$ cat src/rtl/odpc_pair_tx.sv
// odpc_pair_tx: serialises redundant A/B results as MSB-first bit-pairs onto the ODPC strobe link
module odpc_pair_tx #(
  parameter int W    = 8,
  parameter int HOLD = 1,
  parameter int CW   = 4
) (
  input  logic          clk,
  input  logic          reset_n,
  input  logic          in_valid,
  output logic          in_ready,
  input  logic [W-1:0]  res_a,
  input  logic [W-1:0]  res_b,
  output logic          msb_result,
  output logic          same,
  output logic          strobe,
  output logic          busy,
  output logic          done,
  output logic [CW-1:0] mism_cnt
);
  localparam int HW = HOLD > 1 ? $clog2(HOLD) : 1;
  localparam int PW = W > 2 ? $clog2(W / 2) : 1;
  typedef enum logic [2:0] {IDLE, PH_SETH, PH_FALL, PH_SETL, PH_RISE, DONE} state_t;
  state_t state, nxt;
  logic [HW-1:0] hcnt;
  logic [PW-1:0] p;
  logic [W-1:0]  sa, sb, na, nb;
  logic          accept, ph_end, last, enter, pair_end;
  assign accept   = in_valid && in_ready;
  assign ph_end   = hcnt == HW'(HOLD - 1);
  assign last     = p == PW'(W / 2 - 1);
  assign enter    = nxt != state;
  assign pair_end = state == PH_RISE && ph_end;
  // the current pair always sits in the top two bits of the shift registers
  assign na = accept ? res_a : sa << 2;
  assign nb = accept ? res_b : sb << 2;
  always_ff @(posedge clk or negedge reset_n)
    if (!reset_n) state <= IDLE;
    else          state <= nxt;
  always_comb begin
    nxt = state;
    case (state)
      IDLE:    nxt = accept ? PH_SETH : IDLE;
      PH_SETH: nxt = ph_end ? PH_FALL : PH_SETH;
      PH_FALL: nxt = ph_end ? PH_SETL : PH_FALL;
      PH_SETL: nxt = ph_end ? PH_RISE : PH_SETL;
      PH_RISE: nxt = ph_end ? (last ? DONE : PH_SETH) : PH_RISE;
      default: nxt = IDLE;
    endcase
  end
  always_comb begin
    in_ready = state == IDLE;
    busy     = state != IDLE;
    done     = state == DONE;
  end
  // link outputs are loaded on phase entry so they change only while strobe is stable
  always_ff @(posedge clk or negedge reset_n)
    if (!reset_n) begin
      hcnt       <= '0;
      p          <= '0;
      sa         <= '0;
      sb         <= '0;
      strobe     <= 1'b1;
      msb_result <= 1'b0;
      same       <= 1'b1;
      mism_cnt   <= '0;
    end else begin
      hcnt       <= enter || state == IDLE ? '0 : hcnt + 1'b1;
      p          <= accept ? '0 : pair_end && !last ? p + 1'b1 : p;
      sa         <= enter && nxt == PH_SETH ? na : sa;
      sb         <= enter && nxt == PH_SETH ? nb : sb;
      strobe     <= enter ? nxt != PH_FALL && nxt != PH_SETL : strobe;
      msb_result <= enter && nxt == PH_SETH ? na[W-1] : enter && nxt == PH_SETL ? sa[W-2] : msb_result;
      same       <= enter && nxt == PH_SETH ? na[W-1:W-2] == nb[W-1:W-2] : same;
      mism_cnt   <= accept ? '0 : pair_end && !same && mism_cnt != '1 ? mism_cnt + 1'b1 : mism_cnt;
    end
endmodule

$ cat config.mk
export PLATFORM = sky130hd
export DESIGN_NAME = odpc_pair_tx
export DESIGN_NICKNAME = d
export VERILOG_FILES = /design/src/rtl/odpc_pair_tx.sv
export SDC_FILE = /design/constraint.sdc
export NUM_CORES = 1
export LEC_CHECK = 0
export ABC_AREA = 1
export BUFFER_PORTS_ARGS = -buffer_cell sky130_fd_sc_hd__buf_2
export CORE_ASPECT_RATIO = 1.25
export CORE_MARGIN = 4
export CORE_UTILIZATION = 40
export DETAILED_ROUTE_END_ITERATION = 10
export HOLD_SLACK_MARGIN = 0.15
export PLACE_DENSITY = 0.7
export SLEW_MARGIN = 0
export SYNTH_ARGS = -nofsm -noshare
export SYNTH_HDL_FRONTEND = slang
export SYNTH_SLANG_ARGS = --single-unit
$ cat constraint.sdc
create_clock -name clk -period 2.2 [get_ports clk]
set_input_delay 0.11 -clock clk [delete_from_list [all_inputs] [get_ports clk]]
set_output_delay 0.11 -clock clk [all_outputs]
set_load 0.05 [all_outputs]
==> results.py, run 1 <==
metrics = {
    "power_and_ir_drop": {
        "peakVddDrop_v": 0.000997,
        "powerDensity_nw_per_um2": 1300,
        "p_leak_nw": 0.915,
    },
    "worst_setup_path": {
        "total_buffers_and_inverters_traversed_by_the_critical_path": 1,
        "worstPathMaxFanout": 12,
        "path_cells": "nor2_4 -> nand3_2 -> buf_4 -> o21ai_0 -> nand2_1 -> nand2_1 -> nand3_1 -> nand2_1",
        "critPathLaunchType": "flip-flop",
        "crit_arrival_ps": 1840,
        "worst_ep_required_time_ps": 2420,
        "timing_worst_setup_path_type": "flip-flop to flip-flop",
        "critical-path-slowest-cell": "sky130_fd_sc_hd__dfrtp_1",
        "crit_family": "simple AND/OR/NAND/NOR gates",
        "reg2reg_depth": 8,
        "crit_path_frequent_cell": "sky130_fd_sc_hd__nand2_1",
        "end_kind": "flip-flop",
        "worst_setup_path_endpoint": "same$_DFFE_PN1P_",
        "rr_endpoint": "same$_DFFE_PN1P_",
        "crit_cells": 8,
        "setup.worst_path.start": "state[0]$_DFF_PN0_",
        "delay_of_the_slowest_cell_on_the_worst_path_ps": 460,
        "regToRegSetupSlack_ps": 580,
        "r2r-start": "state[0]$_DFF_PN0_",
    },
    "synth": {
        "synthCells": 180,
        "synth-edff-count": 0,
        "netlist_top_cells_area": "sky130_fd_sc_hd__dfrtp_1 43%, sky130_fd_sc_hd__nand2_1 16%, sky130_fd_sc_hd__o21ai_0 6.5%, sky130_fd_sc_hd__inv_1 5.2%, sky130_fd_sc_hd__nand3_1 4.0%",
        "synth_cell_type_count": 25,
        "synth.yosys.seq_area_share": 0.472,
        "yosysTopAreaCell": "sky130_fd_sc_hd__dfrtp_1",
        "synth_area_sq_um": 1380,
        "ys_async_sr_fraction": 1.00,
        "ys_seq_elements": 26,
        "synthesis.yosys.warnings": 0,
        "synth-main-ff-cell": "sky130_fd_sc_hd__dfrtp_1",
        "synth.net_count": 201,
        "synthesis.area_per_instance_sq_um": 7.69,
        "synth_top_area_share": 0.434,
    },
    "detailed_routing": {
        "route.detailed.drc": 0,
        "drt-wirelength-per-cell_um": 11.5,
        "antenna_left": 0,
        "dr.first_iter.drc_count": 96,
        "vias_per_cell": 4.88,
        "drt-total-wl_mm": 2.93,
        "route.vias.total": 1244,
        "drt_pass1_iterations": 4,
    },
    "timing": {
        "setup_total_negative_slack_ps": 0,
        "fin_worst_skew_ps": 1.11,
        "finalWorstPathRequiredPeriod_ps": 1620,
        "timing.slew.headroom": 0.613,
        "final-hold-violation-count": 0,
        "final_critical_path_setup_slack_ps": 582,
        "rsz0062_at_grt": "no",
        "final-max-slew-violation-count": 0,
        "period_share": 0.735,
        "worst_slew_pin_slew_ps": 581,
        "achievable-frequency_mhz": 618,
        "setup_viol_count_final": 0,
    },
    "placement": {
        "place_ws_ps": 609,
        "port-buffer-count": 28,
        "detailedPlacementHpwl_mm": 2.13,
        "finalWeightedCongestion": 0.851,
    },
    "die": {
        "die_width_um": 60.6,
        "floorplan.die_area_sq_um": 4470,
        "chipHeight_um": 73.8,
        "design.core.area_sq_um": 3280,
        "ios": 29,
        "initial_core_utilization": 0.422,
        "rows": 23,
    },
    "global_route": {
        "total_global_routing_overflow": 0,
        "grt_util_all_layers": 0.152,
        "grt_max_degree": 27,
        "antenna_found_initial": 0,
        "grt_pass1_wl_mm": 5.23,
        "via_count_of_the_first_global_routing_pass": 1236,
    },
    "clocking": {
        "cts_buffer_depth": 2,
        "cts_tree": "built",
        "holdBufCountCts": 9,
        "cts_htree_levels": 1,
        "post_cts.resized_instances": 0,
        "cts.root.buffer_cell": "sky130_fd_sc_hd__clkbuf_8",
        "post_cts_buffers": 0,
        "cts_made_buffers": 3,
        "clock_latency_ps": 270,
        "clkSlewWorstSetupHoldPaths_ps": 90,
        "clock_sinks": 26,
    },
    "finish": {
        "diodes": 0,
        "post_route_cells_drive_above_1_share": 0.202,
        "area_growth_pct": 22.3,
        "layout.nets": 240,
    },
    "job": {
        "max-cap-violations": 0,
    },
    "outcome": {
        "run_status": "complete, no violations",
    },
    "min_path": {
        "class_of_the_worst_hold_path": "input port to flip-flop",
    },
}
Yosys cell counts (2+ instances only):
cell,instances
sky130_fd_sc_hd__xor2_1,2
sky130_fd_sc_hd__a31oi_1,4
sky130_fd_sc_hd__nand2_1,59
sky130_fd_sc_hd__dfrtp_1,24
sky130_fd_sc_hd__ha_1,2
sky130_fd_sc_hd__xnor2_1,2
sky130_fd_sc_hd__nor2_1,14
sky130_fd_sc_hd__inv_1,19
sky130_fd_sc_hd__nand2_2,2
sky130_fd_sc_hd__inv_2,2
sky130_fd_sc_hd__dfstp_2,2
sky130_fd_sc_hd__o21ai_0,18
sky130_fd_sc_hd__nor3_1,2
sky130_fd_sc_hd__buf_6,2
sky130_fd_sc_hd__nand3_1,11
sky130_fd_sc_hd__nand4_1,4
sky130_fd_sc_hd__buf_2,3
worst min-delay path, cell delays in order:
cell	delay (ps)
sky130_fd_sc_hd__buf_2	80
sky130_fd_sc_hd__o21ai_0	70
sky130_fd_sc_hd__o21ai_0	140
cells by family (layout without fill, tap and decap cells):
logic type | Yosys count | after routing | synth area share
compound gates | 25 | 25 | 0.0976
fa+ha+maj | 2 | 2 | 0.0181
xor+xnor | 4 | 4 | 0.0253
simple gates | 95 | 95 | 0.295
flops | 26 | 26 | 0.472
buf+inv | 27 | 65 | 0.0895
other cells | 1 | 1 | 0.00271
layer usage:
metal  wire length, um  vias up  GRT usage
met5                 0        -          0
met4                45        0     0.0506
met3               145        7     0.0211
met2              1420       34      0.256
met1              1320      554      0.197
li1                  -      649          -
area by class of cell:
| type | count | area (sq um) |
|---|---|---|
| fillers | 328 | 1590 |
| well taps | 37 | 46.3 |
| inverters | 21 | 78.8 |
| flip-flops and latches | 26 | 653 |
| repair buffers | 40 | 253 |
| multi-input cells | 127 | 607 |
| clock buffers | 4 | 55.1 |
sequential cells by signal (all words and copies together), names as in the netlist:
| signal | cells |
|---|---|
| same | 1 |
| p | 2 |
| hcnt | 1 |
| msb_result | 1 |
| mism_cnt | 4 |
| state | 3 |
| sb | 6 |
| sa | 7 |
| strobe | 1 |
report_power, final:
part | internal [mW] | switching (mW)
logic | 0.355 | 0.734
registers | 0.676 | 0.130
clock network | 0.160 | 0.150
how the worst min path moves through the flow:
stage | startpoint | end | slack (ps) | depth (start not counted)
6_report | res_a[2] | sa[2]$_DFFE_PN0P_ | 170 | 3
5_1_grt | res_a[3] | sa[3]$_DFFE_PN0P_ | 200 | 3
4_1_cts | res_b[2] | sb[2]$_DFFE_PN0P_ | 170 | 3
2_1_floorplan | reset_n | hcnt$_DFF_PN0_ | -190 | 0
3_5_place_dp | reset_n | state[2]$_DFF_PN0_ | 150 | 1
3_3_place_gp | reset_n | state[2]$_DFF_PN0_ | 140 | 1
through the flow:
stage | area (sq um) | power (mW) | hold WS (ps) | std cells | utilization
global route | 1690 | 2.44 | 199 | 255 | 0.516
finish | 1690 | 2.21 | 167 | 255 | 0.516
CTS | 1690 | 2.23 | 166 | 255 | 0.516
detailed placement | 1550 | 1.90 | 149 | 242 | 0.472
global placement | 1550 | 1.88 | 144 | 242 | 0.472
floorplan | 1380 | 1.68 | -186 | 180 | -
cell usage in the layout, fill, tap and decap left out, types with 3 or more instances in the layout:
| cell | Yosys | layout |
|---|---|---|
| sky130_fd_sc_hd__dfrtp_1 | 24 | 24 |
| sky130_fd_sc_hd__buf_2 | 3 | 28 |
| sky130_fd_sc_hd__inv_1 | 19 | 19 |
| sky130_fd_sc_hd__nand2_1 | 59 | 59 |
| sky130_fd_sc_hd__a31oi_1 | 4 | 4 |
| sky130_fd_sc_hd__buf_4 | 1 | 3 |
| sky130_fd_sc_hd__clkbuf_8 | 0 | 4 |
| sky130_fd_sc_hd__dlygate4sd3_1 | 0 | 9 |
| sky130_fd_sc_hd__nor2_1 | 14 | 14 |
| sky130_fd_sc_hd__nand4_1 | 4 | 4 |
| sky130_fd_sc_hd__nand3_1 | 11 | 11 |
| sky130_fd_sc_hd__o21ai_0 | 18 | 18 |
No activity file was read; power rests on OpenSTA's default activity.
==> run 2, diff against run 1 <==
--- a/config.mk
+++ b/config.mk
@@ -5,14 +5,14 @@
 export SDC_FILE = /design/constraint.sdc
 export NUM_CORES = 1
 export LEC_CHECK = 0
-export ABC_AREA = 1
+export ABC_AREA = 0
 export BUFFER_PORTS_ARGS = -buffer_cell sky130_fd_sc_hd__buf_2
 export CORE_ASPECT_RATIO = 1.25
 export CORE_MARGIN = 4
 export CORE_UTILIZATION = 40
 export DETAILED_ROUTE_END_ITERATION = 10
 export HOLD_SLACK_MARGIN = 0.15
-export PLACE_DENSITY = 0.7
+export PLACE_DENSITY = 0.71
 export SLEW_MARGIN = 0
 export SYNTH_ARGS = -nofsm -noshare
 export SYNTH_HDL_FRONTEND = slang
==> constraint.sdc (replaced) <==
create_clock -name clk -period 1.5 [get_ports clk]
set_input_delay 0.075 -clock clk [delete_from_list [all_inputs] [get_ports clk]]
set_output_delay 0.075 -clock clk [all_outputs]
set_load 0.05 [all_outputs]
==> run 2 against run 1 <==
  * The flow now finishes with violations (setup timing)
  * Cell count is 7.5% lower
  * Clock skew is 7.3 ps higher
  * Non-clock buffer count is 29 higher
  * Global-route usage is 1.7 points higher
  * Critical endpoint is now msb_result$_DFFE_PN0P_
  * Largest power group unchanged
==> results.py, run 2 <==
metrics = {
    "synth": {
        "synthesis.yosys.warnings": 0,
        "netlist_top_cells_area": "sky130_fd_sc_hd__dfrtp_1 44%, sky130_fd_sc_hd__mux2i_1 7.3%, sky130_fd_sc_hd__o21ai_0 4.4%, sky130_fd_sc_hd__nand2_1 4.4%, sky130_fd_sc_hd__dfstp_2 3.8%",
        "synth_commonest_cells": "24 x sky130_fd_sc_hd__dfrtp_1, 16 x sky130_fd_sc_hd__nand2_1, 12 x sky130_fd_sc_hd__o21ai_0",
        "synth_compound_area_frac": 0.159,
        "synth_area_sq_um": 1370,
        "yosys.area_share.adder": 0.0183,
        "synth-edff-count": 0,
        "synthCells": 134,
        "synth.net_count": 155,
        "ys_async_sr_fraction": 1.00,
        "synth_cell_type_count": 38,
        "ys_seq_elements": 26,
        "synth_top_area_share": 0.440,
        "synth-main-ff-cell": "sky130_fd_sc_hd__dfrtp_1",
        "fraction_of_the_mapped_netlist_area_in_simple_logic_gates": 0.176,
        "yosysTopAreaCell": "sky130_fd_sc_hd__dfrtp_1",
        "post_synth_mux_area_share": 0.0816,
        "synthesis.area_per_instance_sq_um": 10.2,
        "combinational_family_with_the_most_area_after_synthesis": "simple AND/OR/NAND/NOR gates",
        "synth_xor_area_frac": 0.0449,
        "synth.most_common_cell": "sky130_fd_sc_hd__dfrtp_1",
        "synth.yosys.seq_area_share": 0.478,
    },
    "worst_setup_path": {
        "regToRegSetupSlack_ps": -110,
        "total_buffers_and_inverters_traversed_by_the_critical_path": 2,
        "worst_ep_required_time_ps": 1670,
        "critPathLaunchType": "flip-flop",
        "crit_arrival_ps": 1790,
        "end_kind": "flip-flop",
        "timing_worst_setup_path_type": "flip-flop to flip-flop",
        "r2r-start": "state[0]$_DFF_PN0_",
        "critical-path-slowest-cell": "sky130_fd_sc_hd__dfrtp_1",
        "crit_family": "multiplexers",
        "reg2reg_depth": 6,
        "setup.worst_path.start": "state[0]$_DFF_PN0_",
        "rr_endpoint": "msb_result$_DFFE_PN0P_",
        "path_cells": "buf_4 -> nor4b_4 -> buf_6 -> mux2i_1 -> a21oi_1 -> mux2_4",
        "worstPathMaxFanout": 5,
        "delay_of_the_slowest_cell_on_the_worst_path_ps": 410,
    },
    "detailed_routing": {
        "route.vias.total": 1243,
        "drt_pass1_iterations": 4,
        "drt-total-wl_mm": 3.57,
        "vias_per_cell": 5.27,
        "antenna_left": 0,
        "drt-wirelength-per-cell_um": 15.1,
        "route.detailed.drc": 0,
        "dr.first_iter.drc_count": 44,
    },
    "timing": {
        "achievable-frequency_mhz": 619,
        "fin_worst_skew_ps": 8.44,
        "period_share": 1.08,
        "rsz0062_at_grt": "yes",
        "timing.slew.headroom": 0.608,
        "final-max-slew-violation-count": 0,
        "final_critical_path_setup_slack_ps": -114,
        "final-hold-violation-count": 0,
        "finalWorstPathRequiredPeriod_ps": 1610,
        "setup_total_negative_slack_ps": -308,
        "worst_slew_pin_slew_ps": 589,
        "setup_viol_count_final": 7,
    },
    "finish": {
        "layout.nets": 221,
        "reg_top3": "sa x7, sb x6, mism_cnt x4",
        "area_growth_pct": 53.3,
        "finalInstanceArea_sq_um": 2090,
        "post_route_cells_drive_above_1_share": 0.417,
        "layout_commonest_cell": "sky130_fd_sc_hd__buf_2",
        "mostFrequentLayoutCells": "25 x sky130_fd_sc_hd__buf_2, 20 x sky130_fd_sc_hd__dfrtp_1, 17 x sky130_fd_sc_hd__buf_4",
        "largest_register_ff_count": 7,
        "multiInputGateArea_sq_um": 737,
        "seqCellArea_sq_um": 658,
        "post-route-util": 0.644,
        "filler_cell_count": 258,
        "max_flop_register": "sa",
        "diodes": 0,
    },
    "global_route": {
        "antenna_found_initial": 0,
        "via_count_of_the_first_global_routing_pass": 1304,
        "grt_pass1_wl_mm": 5.64,
        "grt_util_all_layers": 0.169,
        "total_global_routing_overflow": 0,
        "grt_max_degree": 27,
    },
    "power_and_ir_drop": {
        "powerDensity_nw_per_um2": 1880,
        "peakVddDrop_v": 0.00179,
        "p_leak_nw": 0.950,
        "final_total_power_mw": 3.94,
    },
    "clocking": {
        "cts.root.buffer_cell": "sky130_fd_sc_hd__clkbuf_8",
        "cts_htree_levels": 1,
        "cts_tree": "built",
        "clock_latency_ps": 280,
        "cts_made_buffers": 3,
        "clkSlewWorstSetupHoldPaths_ps": 90,
        "cts_buffer_depth": 2,
        "clock_sinks": 26,
    },
    "placement": {
        "port-buffer-count": 28,
        "post_dp_cell_area_sq_um": 1670,
        "finalWeightedCongestion": 0.822,
        "detailedPlacementHpwl_mm": 2.18,
    },
    "die": {
        "design.core.area_sq_um": 3250,
        "initial_core_utilization": 0.420,
        "floorplan.die_area_sq_um": 4420,
        "ios": 29,
        "chipHeight_um": 73.3,
        "die_width_um": 60.3,
        "rows": 23,
    },
    "outcome": {
        "run_status": "finished with violations",
        "failing_checks": "setup timing",
    },
    "job": {
        "max-cap-violations": 0,
    },
    "min_path": {
        "min_path_cells": 4,
        "holdCritStartpoint": "res_b[6]",
        "class_of_the_worst_hold_path": "input port to flip-flop",
        "worstHoldEndpoint": "same$_DFFE_PN1P_",
    },
}
run 2: cell count changes in the layout (fill, tap and decap cells not counted), sizes merged, moves of 5 or more:
cell,before,now
inv,21,4
dlygate4sd3,9,14
a21oi,0,5
buf,31,54
mux2i,0,10
o21ai,19,12
nand2,61,16
nand3,12,2
nor2,15,8
run 2: through the flow:
| stage | instances | setup WS [ps] | hold WS [ps] |
|---|---|---|---|
| after floorplan | 134 | -68.6 | -221 |
| after global placement | 207 | -68.7 | 108 |
| after detailed placement | 207 | -99.4 | 110 |
| after CTS | 230 | -64.5 | 265 |
| after global routing | 236 | -158 | 268 |
| final | 236 | -114 | 256 |
run 2: cell families after synthesis:
kind of cell               Yosys count
and+or+nand+nor                     41
AOI/OAI and AO/OA                   34
DFF                                 26
buffers and inverters               12
muxes                               11
xor gates and xnor gates             7
adders and majority gates            2
other                                1
run 2: timing repair:
action                                 CTS  global route
pin swaps                                6             7
setup buffers                            4             4
setup endpoints to repair               19            22
hold buffers                            14             0
endpoints found under the hold margin   37             0
cloned                                   1             3
resized for setup                       15            23
run 2: routing by layer:
layer,track usage,up-vias,wire length (um)
met1,0.185,605,1330
li1,-,604,-
met4,0.0542,0,51
met2,0.315,26,2050
met3,0.0351,8,127
met5,0,-,0
run 2: area by class of cell:
class                   count  share of cell area
inverters                   4             0.00717
clock inverters             1              0.0143
multi-input cells          96               0.352
well taps                  37              0.0221
repair buffers             69               0.270
flip-flops and latches     26               0.314
clock buffers               3              0.0197
run 2: report_power, final:
group	total, mW	internal, mW	switching, mW	leakage, nW
Combinational	2.14	0.982	1.15	0.589
Sequential	1.23	0.989	0.237	0.325
Clock	0.584	0.357	0.226	0.0357
run 2: worst register-to-register path, delay by kind of cell (launching register included):
family,cells,cell delay (ps)
AND/OR/NAND/NOR,1,210
multiplexers,2,490
AO/OA/AOI/OAI,1,90
flip-flops,1,410
buffers and inverters,2,320
run 2: worst max-delay path by stage:
stage / end / slack (ps) / cells past startpoint
finish: msb_result$_DFFE_PN0P_ / -110 / 6
CTS: mism_cnt[1]$_DFFE_PN0P_ / -60 / 4
floorplan: mism_cnt[1]$_DFFE_PN0P_ / -70 / 5
detailed placement: sa[0]$_DFFE_PN0P_ / -100 / 5
global placement: msb_result$_DFFE_PN0P_ / -70 / 5
global route: msb_result$_DFFE_PN0P_ / -160 / 6
==> run 3, diff against run 2 <==
--- a/config.mk
+++ b/config.mk
@@ -7,12 +7,13 @@
 export LEC_CHECK = 0
 export ABC_AREA = 0
 export BUFFER_PORTS_ARGS = -buffer_cell sky130_fd_sc_hd__buf_2
+export CAP_MARGIN = 40
 export CORE_ASPECT_RATIO = 1.25
 export CORE_MARGIN = 4
-export CORE_UTILIZATION = 40
+export CORE_UTILIZATION = 53
 export DETAILED_ROUTE_END_ITERATION = 10
 export HOLD_SLACK_MARGIN = 0.15
-export PLACE_DENSITY = 0.71
+export PLACE_DENSITY = 0.87
 export SLEW_MARGIN = 0
 export SYNTH_ARGS = -nofsm -noshare
 export SYNTH_HDL_FRONTEND = slang
==> run 3 against run 2 <==
  * The run still ends with setup timing left
  * Via count grew 11%
  * Non-clock buffer count increased by 4
  * Total power is essentially flat
  * Cell count unchanged
  * Clock skew is 4.1 ps higher
  * Sequential cell count did not move
  * Register-to-register slack got worse by 70 ps
  * Die area decreased by 22%
  * Utilization grew 22 points
  * Hold slack lost 130 ps
  * Sequential share of layout area decreased by 0.20 points
  * Sequential power about the same
==> results.py, run 3 (same netlist as run 2, synthesis figures left out) <==
metrics = {
    "outcome": {
        "run_status": "finished with violations",
        "failing_checks": "setup timing",
    },
    "die": {
        "ios": 29,
        "rows": 20,
        "chipHeight_um": 64.7,
        "floorplan.die_area_sq_um": 3460,
        "design.core.area_sq_um": 2450,
        "die_width_um": 53.4,
        "initial_core_utilization": 0.557,
    },
    "global_route": {
        "grt_pass1_wl_mm": 6.19,
        "total_global_routing_overflow": 0,
        "via_count_of_the_first_global_routing_pass": 1345,
        "grt_util_all_layers": 0.244,
        "antenna_found_initial": 0,
        "grt_max_degree": 27,
    },
    "power_and_ir_drop": {
        "p_leak_nw": 0.963,
        "peakVddDrop_v": 0.00152,
        "powerDensity_nw_per_um2": 1870,
    },
    "detailed_routing": {
        "drt-wirelength-per-cell_um": 18.4,
        "vias_per_cell": 5.82,
        "route.detailed.drc": 0,
        "drt_pass1_iterations": 4,
        "antenna_left": 0,
        "dr.first_iter.drc_count": 70,
        "drt-total-wl_mm": 4.34,
        "route.vias.total": 1374,
    },
    "finish": {
        "layout_commonest_cell": "sky130_fd_sc_hd__buf_2",
        "mostFrequentLayoutCells": "26 x sky130_fd_sc_hd__buf_2, 19 x sky130_fd_sc_hd__buf_4, 19 x sky130_fd_sc_hd__dfrtp_1",
        "filler_cell_count": 126,
        "reg_top3": "sa x7, sb x6, mism_cnt x4",
        "max_flop_register": "sa",
        "post_route_cells_drive_above_1_share": 0.443,
        "largest_register_ff_count": 7,
        "diodes": 0,
        "layout.nets": 225,
        "finalInstanceArea_sq_um": 2110,
        "area_growth_pct": 54.6,
    },
    "job": {
        "max-cap-violations": 0,
    },
    "clocking": {
        "clock_latency_ps": 340,
        "clock_sinks": 26,
        "cts_buffer_depth": 2,
        "cts.root.buffer_cell": "sky130_fd_sc_hd__clkbuf_4",
        "cts_htree_levels": 1,
        "clkSlewWorstSetupHoldPaths_ps": 150,
        "cts_made_buffers": 3,
        "cts_tree": "built",
    },
    "worst_setup_path": {
        "timing_worst_setup_path_type": "flip-flop to flip-flop",
        "rr_endpoint": "mism_cnt[1]$_DFFE_PN0P_",
        "delay_of_the_slowest_cell_on_the_worst_path_ps": 570,
        "critPathLaunchType": "flip-flop",
        "crit_arrival_ps": 1900,
        "regToRegSetupSlack_ps": -180,
        "r2r-start": "hcnt$_DFF_PN0_",
        "worstPathMaxFanout": 3,
        "reg2reg_depth": 4,
        "end_kind": "flip-flop",
        "worst_ep_required_time_ps": 1720,
        "critical-path-slowest-cell": "sky130_fd_sc_hd__or4b_4",
        "path_cells": "or4b_4 -> nor3_4 -> mux2i_1 -> nor2_1",
    },
    "placement": {
        "port-buffer-count": 28,
        "place_ws_ps": -131,
        "post_dp_cell_area_sq_um": 1660,
        "detailedPlacementHpwl_mm": 2.27,
        "finalWeightedCongestion": 0.868,
    },
    "min_path": {
        "min_path_cells": 4,
        "worstHoldEndpoint": "same$_DFFE_PN1P_",
        "holdCritStartpoint": "res_b[6]",
        "class_of_the_worst_hold_path": "input port to flip-flop",
    },
    "timing": {
        "period_share": 1.12,
        "finalWorstPathRequiredPeriod_ps": 1680,
        "final-max-slew-violation-count": 0,
        "setup_viol_count_final": 24,
        "final-hold-violation-count": 0,
        "whs_ps": 131,
        "rsz0062_at_grt": "yes",
        "fin_worst_skew_ps": 12.6,
        "timing.slew.headroom": 0.624,
        "worst_slew_pin_slew_ps": 564,
        "achievable-frequency_mhz": 594,
        "final_critical_path_setup_slack_ps": -185,
    },
}
## run 3: changes by cell type in the layout (fill, tap and decap cells not counted), sizes merged
cell and change:
buf +5, bufinv -1
## run 3: layer usage
metal / vias to the layer above / share of wire / wire length [um] / track usage
met1: 669 / 0.36 / 1550 / 0.289
met3: 22 / 0.053 / 231 / 0.0414
met2: 74 / 0.55 / 2390 / 0.420
met5: - / 0 / 0 / 0
li1: 609 / - / - / -
met4: 0 / 0.038 / 167 / 0.102
## run 3: area by class of cell
cell class                      count  area [sq um]  share of cell area
Clock buffer                        4          36.3              0.0172
Inverter                            4          15.0             0.00711
Multi-Input combinational cell     96           754               0.357
Sequential cell                    26           659               0.312
Tap cell                           33          41.3              0.0196
Timing Repair Buffer               73           604               0.286
## run 3: power by group
group | internal, mW | switching [mW]
sequential | 0.987 | 0.266
clock | 0.149 | 0.218
combinational | 1.07 | 1.26
## run 3: worst max-delay path by stage
stage / startpoint / endpoint
final: hcnt$_DFF_PN0_ / mism_cnt[1]$_DFFE_PN0P_
after global routing: p[0]$_DFFE_PN0P_ / msb_result$_DFFE_PN0P_
after CTS: state[1]$_DFF_PN0_ / mism_cnt[1]$_DFFE_PN0P_
after detailed placement: state[2]$_DFF_PN0_ / mism_cnt[1]$_DFFE_PN0P_
after global placement: state[2]$_DFF_PN0_ / mism_cnt[1]$_DFFE_PN0P_
after floorplan: hcnt$_DFF_PN0_ / mism_cnt[1]$_DFFE_PN0P_
## run 3: through the flow
step | cells | TNS, ps | power, mW | util
finish | 236 | -1900 | 3.94 | 0.861
global route | 236 | -3160 | 4.15 | 0.861
CTS | 229 | -1290 | 3.55 | 0.800
detailed placement | 203 | -798 | 2.90 | 0.678
global placement | 203 | -221 | 2.81 | 0.678
floorplan | 134 | -272 | 2.40 | -
## run 3: critical path: cells and delay by family, from the launching register on
| kind | cells | cell delay (ps) |
|---|---|---|
| flip-flops | 1 | 450 |
| AND/OR/NAND/NOR | 3 | 840 |
| multiplexers | 1 | 290 |
## run 3: repair_timing
item / 4_1_cts / 5_1_grt
hold buffers: 14 / 0
resized for setup: 19 / 28
setup buffers: 8 / 5
pin swaps: 4 / 12
gates cloned: 1 / 2
setup endpoints to repair: 21 / 23
endpoints found under the hold margin: 39 / 0
